<file path="src/rtl/mem_arb_pkg.sv">
// mem_arb_pkg: shared types and constants for the instruction/load-store memory arbiter
package mem_arb_pkg;
    typedef enum logic [1:0] {IDLE, ACCESS, WAIT, RESP} arb_state_t;
    typedef enum logic {REQ_IF, REQ_LS} req_id_t;
    localparam int MEM_LAT_MAX = 3;
    localparam int WORD = 32;
endpackage

</file>
<file path="src/rtl/rr_arb2.sv">
// rr_arb2: two-way round-robin picker; a tie goes to the requester not granted last
module rr_arb2
    import mem_arb_pkg::*;
(
    input  logic       if_req,
    input  logic       ls_req,
    input  req_id_t    last_gnt,
    output logic [1:0] gnt
);
    always_comb begin
        gnt[0] = if_req && (!ls_req || last_gnt == REQ_LS);
        gnt[1] = ls_req && (!if_req || last_gnt == REQ_IF);
    end
endmodule

</file>
<file path="src/rtl/mem_arbiter.sv">
// mem_arbiter: shares one single-port memory between fetch and load/store, one transaction at a time
module mem_arbiter
    import mem_arb_pkg::*;
#(
    parameter int ADDR_W  = 16,
    parameter int MEM_LAT = 1
)(
    input  logic              i_clk,
    input  logic              i_rst_n,
    input  logic              i_if_req,
    input  logic [ADDR_W-1:0] i_if_addr,
    input  logic              i_if_flush,
    output logic              o_if_gnt,
    output logic              o_if_rvalid,
    output logic [WORD-1:0]   o_if_rdata,
    input  logic              i_ls_req,
    input  logic [ADDR_W-1:0] i_ls_addr,
    input  logic              i_ls_wren,
    input  logic [WORD-1:0]   i_ls_wdata,
    input  logic [3:0]        i_ls_bmask,
    output logic              o_ls_gnt,
    output logic              o_ls_rvalid,
    output logic [WORD-1:0]   o_ls_rdata,
    output logic              o_mem_en,
    output logic              o_mem_we,
    output logic [ADDR_W-3:0] o_mem_addr,
    output logic [WORD-1:0]   o_mem_wdata,
    output logic [3:0]        o_mem_bmask,
    input  logic [WORD-1:0]   i_mem_rdata,
    output logic              o_busy
);
    localparam int CW = $clog2(MEM_LAT_MAX + 1);

    arb_state_t        state, state_nx;
    req_id_t           last_gnt, id_q;
    logic [ADDR_W-3:0] addr_q;
    logic              wren_q, drop, cnt_done;
    logic [WORD-1:0]   wdata_q, if_rdata_q, ls_rdata_q;
    logic [3:0]        bmask_q;
    logic [CW-1:0]     cnt;
    logic [1:0]        pick;
    logic              unused_addr_lsb;

    assign unused_addr_lsb = ^{i_if_addr[1:0], i_ls_addr[1:0]};
    assign cnt_done = cnt == CW'(1);

    rr_arb2 u_rr (
        .if_req   (i_if_req),
        .ls_req   (i_ls_req),
        .last_gnt (last_gnt),
        .gnt      (pick)
    );

    always_ff @(posedge i_clk or negedge i_rst_n) begin
        if (!i_rst_n) state <= IDLE;
        else          state <= state_nx;
    end

    // Grants are gated by reset so every output reads 0 while i_rst_n is low.
    always_comb begin
        state_nx    = state;
        o_if_gnt    = state == IDLE && i_rst_n && pick[0];
        o_ls_gnt    = state == IDLE && i_rst_n && pick[1];
        o_mem_en    = state == ACCESS;
        o_mem_we    = state == ACCESS && wren_q;
        o_if_rvalid = state == RESP && id_q == REQ_IF && !drop && !i_if_flush;
        o_ls_rvalid = state == RESP && id_q == REQ_LS;
        o_busy      = state != IDLE;
        case (state)
            IDLE:    state_nx = (o_if_gnt || o_ls_gnt) ? ACCESS : IDLE;
            ACCESS:  state_nx = WAIT;
            WAIT:    state_nx = cnt_done ? RESP : WAIT;
            default: state_nx = IDLE;
        endcase
    end

    always_ff @(posedge i_clk or negedge i_rst_n) begin
        if (!i_rst_n) begin
            last_gnt   <= REQ_IF;
            id_q       <= REQ_IF;
            addr_q     <= '0;
            wren_q     <= 1'b0;
            wdata_q    <= '0;
            bmask_q    <= '0;
            drop       <= 1'b0;
            cnt        <= '0;
            if_rdata_q <= '0;
            ls_rdata_q <= '0;
        end else begin
            if (o_if_gnt || o_ls_gnt) begin
                last_gnt <= o_ls_gnt ? REQ_LS : REQ_IF;
                id_q     <= o_ls_gnt ? REQ_LS : REQ_IF;
                addr_q   <= o_ls_gnt ? i_ls_addr[ADDR_W-1:2] : i_if_addr[ADDR_W-1:2];
                wren_q   <= o_ls_gnt && i_ls_wren;
                wdata_q  <= o_ls_gnt ? i_ls_wdata : '0;
                bmask_q  <= o_ls_gnt ? i_ls_bmask : 4'hF;
                drop     <= o_if_gnt && i_if_flush;
            end else if (state != IDLE && id_q == REQ_IF && i_if_flush) begin
                drop <= 1'b1;
            end
            cnt <= state == ACCESS ? CW'(MEM_LAT) : state == WAIT ? cnt - 1'b1 : cnt;
            if (state == WAIT && cnt_done) begin
                if (id_q == REQ_LS)              ls_rdata_q <= wren_q ? '0 : i_mem_rdata;
                else if (!drop && !i_if_flush)   if_rdata_q <= i_mem_rdata;
            end
        end
    end

    assign o_mem_addr  = addr_q;
    assign o_mem_wdata = wdata_q;
    assign o_mem_bmask = bmask_q;
    assign o_if_rdata  = if_rdata_q;
    assign o_ls_rdata  = ls_rdata_q;
endmodule

</file>
<file path="config.mk">
export PLATFORM = sky130hd
export DESIGN_NAME = mem_arbiter
export DESIGN_NICKNAME = d
export VERILOG_FILES = /design/src/rtl/mem_arb_pkg.sv /design/src/rtl/rr_arb2.sv /design/src/rtl/mem_arbiter.sv
export SDC_FILE = /design/constraint.sdc
export NUM_CORES = 1
export LEC_CHECK = 0
export ABC_AREA = 1
export CORE_MARGIN = 4
export CORE_UTILIZATION = 35
export CTS_BUF_LIST = sky130_fd_sc_hd__clkbuf_8
export DETAILED_ROUTE_END_ITERATION = 10
export HOLD_SLACK_MARGIN = 0.03
export PLACE_DENSITY_LB_ADDON = 0.25
export REMOVE_ABC_BUFFERS = 1
export SLEW_MARGIN = 15
export SYNTH_ARGS = -nofsm -noshare
export SYNTH_HDL_FRONTEND = slang
export SYNTH_SLANG_ARGS = --single-unit
</file>
<file path="constraint.sdc">
create_clock -name i_clk -period 2.05 [get_ports i_clk]
set_input_delay 0.615 -clock i_clk [delete_from_list [all_inputs] [get_ports i_clk]]
set_output_delay 0.615 -clock i_clk [all_outputs]
set_load 0.05 [all_outputs]
</file>
==> results.tsv <==
stage	metric	value	unit
global_routing	grt_pass1_vias	4799	
detailed_routing	num_vias	4895	
cts	path_clk_slew	70	ps
die	fp.coreArea	14600	µm²
global_routing	grt_pass1_wl	24.7	mm
die	die-area	16900	µm²
die	rows	44	
worst_setup_path	crit_chain	inv_2, ha_4, nand2_2, inv_2, nand3_4, inv_4, buf_12	
finish	final_common_cell	nand2_1	
finish	drive_gt1_share	23.6	%
global_routing	antenna_found_initial	0	
sta	finalMaxSlewViolations	0	
logic_synthesis	yosysWarnings	0	
detailed_routing	top_layer_used	met4	
worst_setup_path	r2r_slack	220	ps
worst_setup_path	cp_data_arrival_time	1490	ps
logic_synthesis	yosysSeqAreaShare	58.0	%
logic_synthesis	synth.distinct_cells	23	
worst_setup_path	critPathBufInv	4	
pwr	ir_drop	0.000882	V
worst_setup_path	cp-startpoint	state[1]	
worst_setup_path	end_kind	output pin	
worst_setup_path	path_max_fanout	3	
finish	final_nets	948	
sta	max_freq	475	MHz
sta	clock-skew-final	17.2	ps
finish	syn2layout_area_growth	52.9	%
worst_setup_path	cpLargestDelayFamily	buffers and inverters	
sta	worst_pin_slew	659	ps
sta	fin_ws	-55.8	ps
sta	rsz0062_at_grt	yes	
cts	clockBufferDepth	2	
cts	cts_tree	yes	
cts	cts-htree-levels	4	
outcome	violations	setup timing	
worst_setup_path	reg2reg_to	o_mem_bmask[2]	
detailed_routing	wl_per_cell	15.2	µm
logic_synthesis	netlist_instances	605	
die	initial_core_util	35.8	%
cts	cts.sinks	121	
worst_setup_path	critPathMaxStageDelay	390	ps
worst_setup_path	cp_common_cell	inv_2	
place	dp_hpwl	11.0	mm
detailed_routing	drc	0	
cts	cts_buffers	17	
worst_setup_path	crit_path_start_kind	register	
worst_setup_path	worst-setup-path-type	reg2out	
die	die_height	130	µm
global_routing	grt_max_degree	122	
detailed_routing	dr_wl_met2	8.30	mm
cts	root_buffer	clkbuf_8	
detailed_routing	vias_per_cell	4.74	
sta	finalSetupTns	-109	ps
detailed_routing	detail_route.wirelength	15.7	mm
logic_synthesis	avgSynthCellArea	8.63	µm²
logic_synthesis	synth_area	5220	µm²
worst_setup_path	slowest_stage	dfrtp_1	
finish	post-route-util	54.7	%
worst_setup_path	required	1430	ps
sta	final_hold_viol_count	0	
die	die_w	130	µm
outcome	status	complete, but fails checks	
worst_setup_path	setup.worst_path.end	o_ls_gnt	
min_path	hold_path_class	in2async	
sta	max_slew_margin	56.1	%
worst_setup_path	reg2reg_depth	12	
place	gp_congestion	0.755	
worst_setup_path	crit_cells	7	
cts	clock_latency	420	ps
detailed_routing	route.met3.wl	907	µm
detailed_routing	drt_iter0_markers	189	
sta	period_needed	2110	ps
worst_setup_path	timing.rr.start	state[1]	
sta	finalSetupViolations	4	
detailed_routing	antenna_left	0	
detailed_routing	dr.pass1.iters	5	
die	io_pins	227	
finish	num_antenna_cells	0	
place	port_buffers	222	
global_routing	grt_use_total	18.6	%
finish	final_cell_mix	nand2_1 (165), buf_4 (139), dfrtp_1 (121)	
pwr	p_per_area	1860	nW/µm²
logic_synthesis	ys_seq_elements	121	
sta	holdWs	341	ps
sta	period_share	103	%
detailed_routing	wl_met1	6.11	mm
place	pre_cts_ws	-270	ps
job	drv_cap	0	
global_routing	grt-ovfl-total	0	
pwr	p_leak	4.23	nW
[Yosys cell counts]
master	count	area, µm²
dfrtp_1	121	3030
nand4_1	14	87.6
nand3_2	1	10.0
clkbuf_2	1	5.00
or2_2	1	6.26
buf_2	14	70.1
nand2_1	167	627
o21ai_0	62	310
o21ai_1	6	30.0
inv_1	72	270
nor2_2	1	6.26
nand4_2	1	12.5
nand2_2	1	6.26
buf_1	2	7.51
o22ai_1	1	6.26
buf_6	2	22.5
inv_2	3	11.3
a31oi_1	1	6.26
ha_1	6	75.1
clkbuf_1	13	48.8
nand3_1	94	470
nor2_1	14	52.6
buf_4	7	52.6
[where the power goes]
| group | total (mW) | internal (mW) | switching, mW |
|---|---|---|---|
| Clock | 2.26 | 1.35 | 0.916 |
| Combinational | 8.43 | 2.52 | 5.91 |
| Sequential | 4.16 | 3.52 | 0.633 |
[area by class of cell]
type / count / area (µm²)
Timing Repair Buffer: 251 / 2270
Sequential cell: 121 / 3030
Clock buffer: 22 / 303
Clock inverter: 9 / 121
Multi-Input combinational cell: 370 / 1750
Tap cell: 184 / 230
Inverter: 75 / 284
Fill cell: 1324 / 6600
[registers in the layout (all words and copies together) (netlist names)]
signal and flops:
o_ls_rdata 32, o_mem_addr 14, o_mem_bmask 4, o_if_rdata 32, o_mem_wdata 32, drop 1
id_q 1, state 2, cnt 2, wren_q 1
[per-layer routing]
metal	track usage, %	vias up
li1	-	2387
met1	22.3	2343
met2	31.9	142
met3	4.95	23
met4	7.03	0
met5	0	-
[worst min-delay path by stage]
| stage | slack, ps | from | to | cells after the start |
|---|---|---|---|---|
| finish | 340 | i_rst_n | o_ls_rdata[27] | 2 |
| global route | 370 | i_rst_n | o_if_rdata[23] | 2 |
| CTS | 360 | i_rst_n | o_if_rdata[17] | 2 |
| detailed placement | 480 | o_if_rdata[1] | o_if_rdata[1] | 2 |
| global placement | 470 | o_if_rdata[21] | o_if_rdata[21] | 2 |
| floorplan | 320 | i_rst_n | cnt[0] | 0 |
[stage by stage]
step                      cell area, µm²  std cells  power [mW]
after floorplan                     5020        566        9.50
after global routing                7990       1032        15.7
after global placement              7460        993        12.4
after detailed placement            7460        993        12.6
after CTS                           7960       1030        15.0
final                               7990       1032        14.9
[cell families (layout without fill, tap and decap cells)]
group | after synthesis | after routing | synth area share (%)
compound gates | 70 | 70 | 6.76
fa+ha+maj | 6 | 6 | 1.44
buf+inv | 114 | 357 | 9.34
flops | 121 | 121 | 58.0
simple gates | 294 | 294 | 24.5
[repair_timing]
| item | 4_1_cts | 5_1_grt |
|---|---|---|
| resized for setup | 16 | 2 |
| pin swaps | 4 | 1 |
| setup buffers | 6 | 2 |
| hold buffers | 0 | 0 |
| endpoints found under the setup margin | 4 | 5 |
Note: power is estimated with default switching activity, not from simulation.
==> patch 1 (config.mk and constraints unchanged) <==
Re-encode `arb_state_t` (4 states) as one-hot, 4 bits wide.
--- a/src/rtl/mem_arb_pkg.sv
+++ b/src/rtl/mem_arb_pkg.sv
@@ -1,6 +1,6 @@
 // mem_arb_pkg: shared types and constants for the instruction/load-store memory arbiter
 package mem_arb_pkg;
-    typedef enum logic [1:0] {IDLE, ACCESS, WAIT, RESP} arb_state_t;
+    typedef enum logic [3:0] {IDLE = 4'b0001, ACCESS = 4'b0010, WAIT = 4'b0100, RESP = 4'b1000} arb_state_t;
     typedef enum logic {REQ_IF, REQ_LS} req_id_t;
     localparam int MEM_LAT_MAX = 3;
     localparam int WORD = 32;
Check against the original RTL: same outputs for any inputs over 10 cycles, from zero or initial values and one cycle with i_rst_n low; not proved beyond that.
==> patch 1 against the original RTL <==
The run still ends with setup timing left; register-to-register slack better by 0.05 ns; global-route usage hardly changed; cell area decreased by 0.53%; critical path type unchanged; largest power group unchanged; sequential cell count is 2 higher; setup slack worse by 0.051 ns; largest cell class unchanged; area after synthesis shrank 1.4%; clock power shrank 10%; via count fell by 1.1%; wire length decreased by 2.3%; final cell count up 1.2%; total power fell by 20%; utilization increased by 0.12 points; combinational power fell by 28%.
==> patch 1: results (changes against the original RTL) <==
outcome: "finished with violations"
violations: "setup timing"
port_buffers: 222  # unchanged
critPathLaunchType: "register"
yosysWarnings: 0  # unchanged
rr_startpoint: "state[0]$_DFF_PN1_"
dp_hpwl_um: 10800  # -1.5%
post-place-ws_ns: -0.260  # +0.00935 ns
diodes: 0  # unchanged
grt_pass1_wl_um: 24400  # -1.5%
wl_um: 15300  # -2.3%
drtIter0Drc: 249  # +32%
leakage_uw: 0.00427  # +0.99%
ys.flop_type: "dfrtp_1"
critPathArrivalTime_ns: 1.54  # +0.05 ns
seq_area_frac_synth_pct: 59.8  # +1.8 points
firstDrtPassIters: 5  # unchanged
tightestPinTransition_ns: 0.644  # -0.0146 ns
layout-drive-gt1-share_pct: 24.5  # +0.95 points
finalSetupViolCount: 6  # +2
antenna_found_initial: 0  # unchanged
fin_nets: 955  # +0.74%
clockBufferDepth: 2  # unchanged
viasPerCell: 4.64  # -2.2%
grt_pass1_vias: 4810  # +0.23%
ys_async_sr_fraction_pct: 100  # unchanged
yosys-top-cells-count: "nand2_1 (278), dfrtp_1 (122), nand3_1 (51)"
ys_top_cells_by_area: "dfrtp_1 (59%), nand2_1 (20%), nand3_1 (5.0%)"
clockRootBuffer: "clkbuf_8"
fin_skew_ns: 0.0119  # -0.00525 ns
htreeDepth: 4  # unchanged
hold_class: "primary input to async pin"
fillers: 1319  # -0.38%
tns_ns: -0.518  # -0.408 ns
gr-usage-all-layers_pct: 18.6  # +0.039 points
clk_latency_ns: 0.43
fin_ws_ns: -0.107  # -0.0510 ns
cts.reportedPaths.clkPinSlew_ns: 0.07  # about the same
ys_types: 22  # -4.3%
ir_worst_vdd_mv: 1.15  # +30%
grt_start_max_net_pins: 78  # -36%
place_congestion: 0.851  # +13%
==> patch 1: what timing repair did <==
item,CTS,global route
endpoints found under the setup margin,7,7
pin swaps,7,4
resized for setup,21,8
cloned,0,0
setup buffers,5,4
==> patch 1: cell families after synthesis <==
logic type                 synth area share (%)
buffers and inverters                      6.42
AOI/OAI and AO/OA                          4.23
DFF                                        59.8
adders and majority gates                 0.243
and+or+nand+nor                            29.3
==> patch 1: final timing paths <==
| path | to | slack, ns | depth (start not counted) |
|---|---|---|---|
| worst max-delay path | o_busy | -0.11 | 6 |
| worst min-delay path | id_q$_DFFE_PN0P_ | 0.18 | 2 |
| worst max register to register | o_ls_rdata[0]$_DFFE_PN0P_ | 0.27 | 7 |
| worst min register to register | o_mem_wdata[10]$_DFFE_PN0P_ | 0.47 | 2 |
| max in group asynchronous | state[3]$_DFF_PN0_ | 0.85 | 3 |
| min in group i_clk | o_mem_wdata[10]$_DFFE_PN0P_ | 0.47 | 2 |
==> patch 1: final cells by class <==
cell class              count  area [um^2]  share of cell area (%)
inverters                  43          161                    2.03
well taps                 184          230                    2.90
multi-input cells         411         1820                    22.9
clock buffers              19          262                    3.29
clock inverters            12          109                    1.37
repair buffers            252         2280                    28.7
flip-flops and latches    123         3080                    38.8
==> patch 1: critical path: stages, from the launching register on <==
cell and delay (ns):
dfstp_2 0.56, inv_2 0.06, nor2_4 0.09, buf_4 0.11
buf_6 0.08, nand2_2 0.06, buf_8 0.15
==> patch 1: metal layers <==
layer | track usage, % | vias to the layer above | share of wire, %
li1 | - | 2379 | -
met1 | 24.2 | 2236 | 43
met2 | 28.0 | 210 | 45
met3 | 8.20 | 16 | 11
met4 | 6.11 | 0 | 1.4
met5 | 0 | - | 0
==> patch 1: metrics by stage <==
stage / util, % / hold WS, ns / instances / instance area (um^2)
after floorplan: - / 0.319 / 577 / 4980
after global placement: 51.3 / 0.455 / 1004 / 7430
after detailed placement: 51.3 / 0.460 / 1004 / 7430
after CTS: 54.5 / 0.151 / 1040 / 7890
after global routing: 54.9 / 0.166 / 1044 / 7940
final: 54.9 / 0.181 / 1044 / 7940
==> patch 1: where the power goes <==
part,switching (uW),internal (uW)
Sequential,519,3240
Combinational,4230,1830
Clock,920,1110
Total,5670,6180
==> patch 2 (config.mk and constraints unchanged) <==
Without the edit above. `ADDR_W`: 16 -> 17.
--- a/src/rtl/mem_arbiter.sv
+++ b/src/rtl/mem_arbiter.sv
@@ -2,7 +2,7 @@
 module mem_arbiter
     import mem_arb_pkg::*;
 #(
-    parameter int ADDR_W  = 16,
+    parameter int ADDR_W  = 17,
     parameter int MEM_LAT = 1
 )(
     input  logic              i_clk,
Interface: changed (resized i_if_addr, i_ls_addr and o_mem_addr); port bits go from 227 to 230. The function was not compared with the original's and may differ.
==> patch 2 against the original RTL <==
Global-route usage is 0.77 points lower; setup slack worse by 0.0089 ns; via count grew 0.37%; total power increased by 0.38%; largest power group unchanged; wire length shrank 2.3%; sequential share of layout area hardly changed; the run still ends with setup timing left; die area up 1.1%; sequential power increased by 1%; critical path depth decreased by 2; area after synthesis is 1.1% higher; sequential cell count grew 1; highest routed layer unchanged; cell area is 0.81% higher.
==> patch 2: results (changes against the original RTL) <==
violations: "setup timing"
wl_per_cell_um: 14.6  # -3.5%
use_met2_pct: 27.1  # -4.8 points
ir_worst_vdd_mv: 1.07  # +21%
ys_types: 22  # -4.3%
p_sw_uw: 7510  # +0.66%
grt_pass1_wl_um: 24000  # -3.2%
max_stage_delay_ns: 0.51  # +0.12 ns
regArea_mm2: 0.00305  # +0.83%
hold_slack_ns: 0.318  # -0.0233 ns
leakage_uw: 0.00428  # +1.1%
seq_area_frac_synth_pct: 57.8  # -0.19 points
synth_fa_ha_area_share_pct: 1.42  # -0.016 points
reg2regPathDepth: 9  # -3
timing_worst_setup_path_type: "primary input to primary output"
tns_ns: -0.180  # -0.0710 ns
muxShareOfSynthArea_pct: 0  # unchanged
drt-met1-wl_um: 6790  # +11%
grtUsageMet1_pct: 22.9  # +0.62 points
cp_slowest_cell: "clkdlybuf4s50_1"
port_buffers: 225  # +1.4%
place_congestion: 0.853  # +13%
gr-usage-all-layers_pct: 17.8  # -0.77 points
post-place-ws_ns: -0.173  # +0.0972 ns
path_max_fanout: 2  # -1
layout-drive-gt1-share_pct: 23.3  # -0.24 points
placed_area_mm2: 0.00755  # +1.1%
fin_nets: 963  # +1.6%
tightestPinTransition_ns: 0.659  # +0.000271 ns
wl_met3_um: 1540  # +70%
globalRouteMet3Util_pct: 7.85  # +2.9 points
synthCells: 613  # +1.3%
regToRegEndpoint: "o_ls_rdata[25]$_DFFE_PN0P_"
synth_compound_area_share_pct: 6.68  # -0.077 points
finalSetupViolCount: 4  # unchanged
fin_ws_ns: -0.0647  # -0.00892 ns
yosys-top-cells-count: "nand2_1 (169), dfrtp_1 (122), nand3_1 (95)"
outcome: "finished with violations"
cp-startpoint: "i_if_req"
fillers: 1319  # -0.38%
wl_met2_um: 6770  # -18%
firstDrtPassIters: 4  # -1
patch 2: area by class of cell:
cell class                      instances  area share (%)
Multi-Input combinational cell        375            21.9
Timing Repair Buffer                  256            28.7
Inverter                               77            3.59
Clock inverter                         11            1.62
Sequential cell                       122            37.9
Tap cell                              184            2.86
Clock buffer                           20            3.42
patch 2: repair_timing:
item                       CTS  global route
setup endpoints to repair    4             6
pin swaps                    4             2
cloned                       0             0
resized for setup           13             1
setup buffers                7             3
patch 2: power groups by stage:
stage	Clock, uW	Combinational [uW]	Sequential, uW
2_1_floorplan	0	1670	7920
3_3_place_gp	0	8280	4230
3_5_place_dp	0	8410	4250
4_1_cts	2260	8540	4230
5_1_grt	2350	9020	4370
6_report	2190	8490	4220
patch 2: cells by family (layout without fill, tap and decap cells):
family                     after synthesis  count (layout)
and+or+nand+nor                        299             299
adders and majority gates                6               6
DFF                                    122             122
buffers and inverters                  116             364
AOI/OAI and AO/OA                       70              70
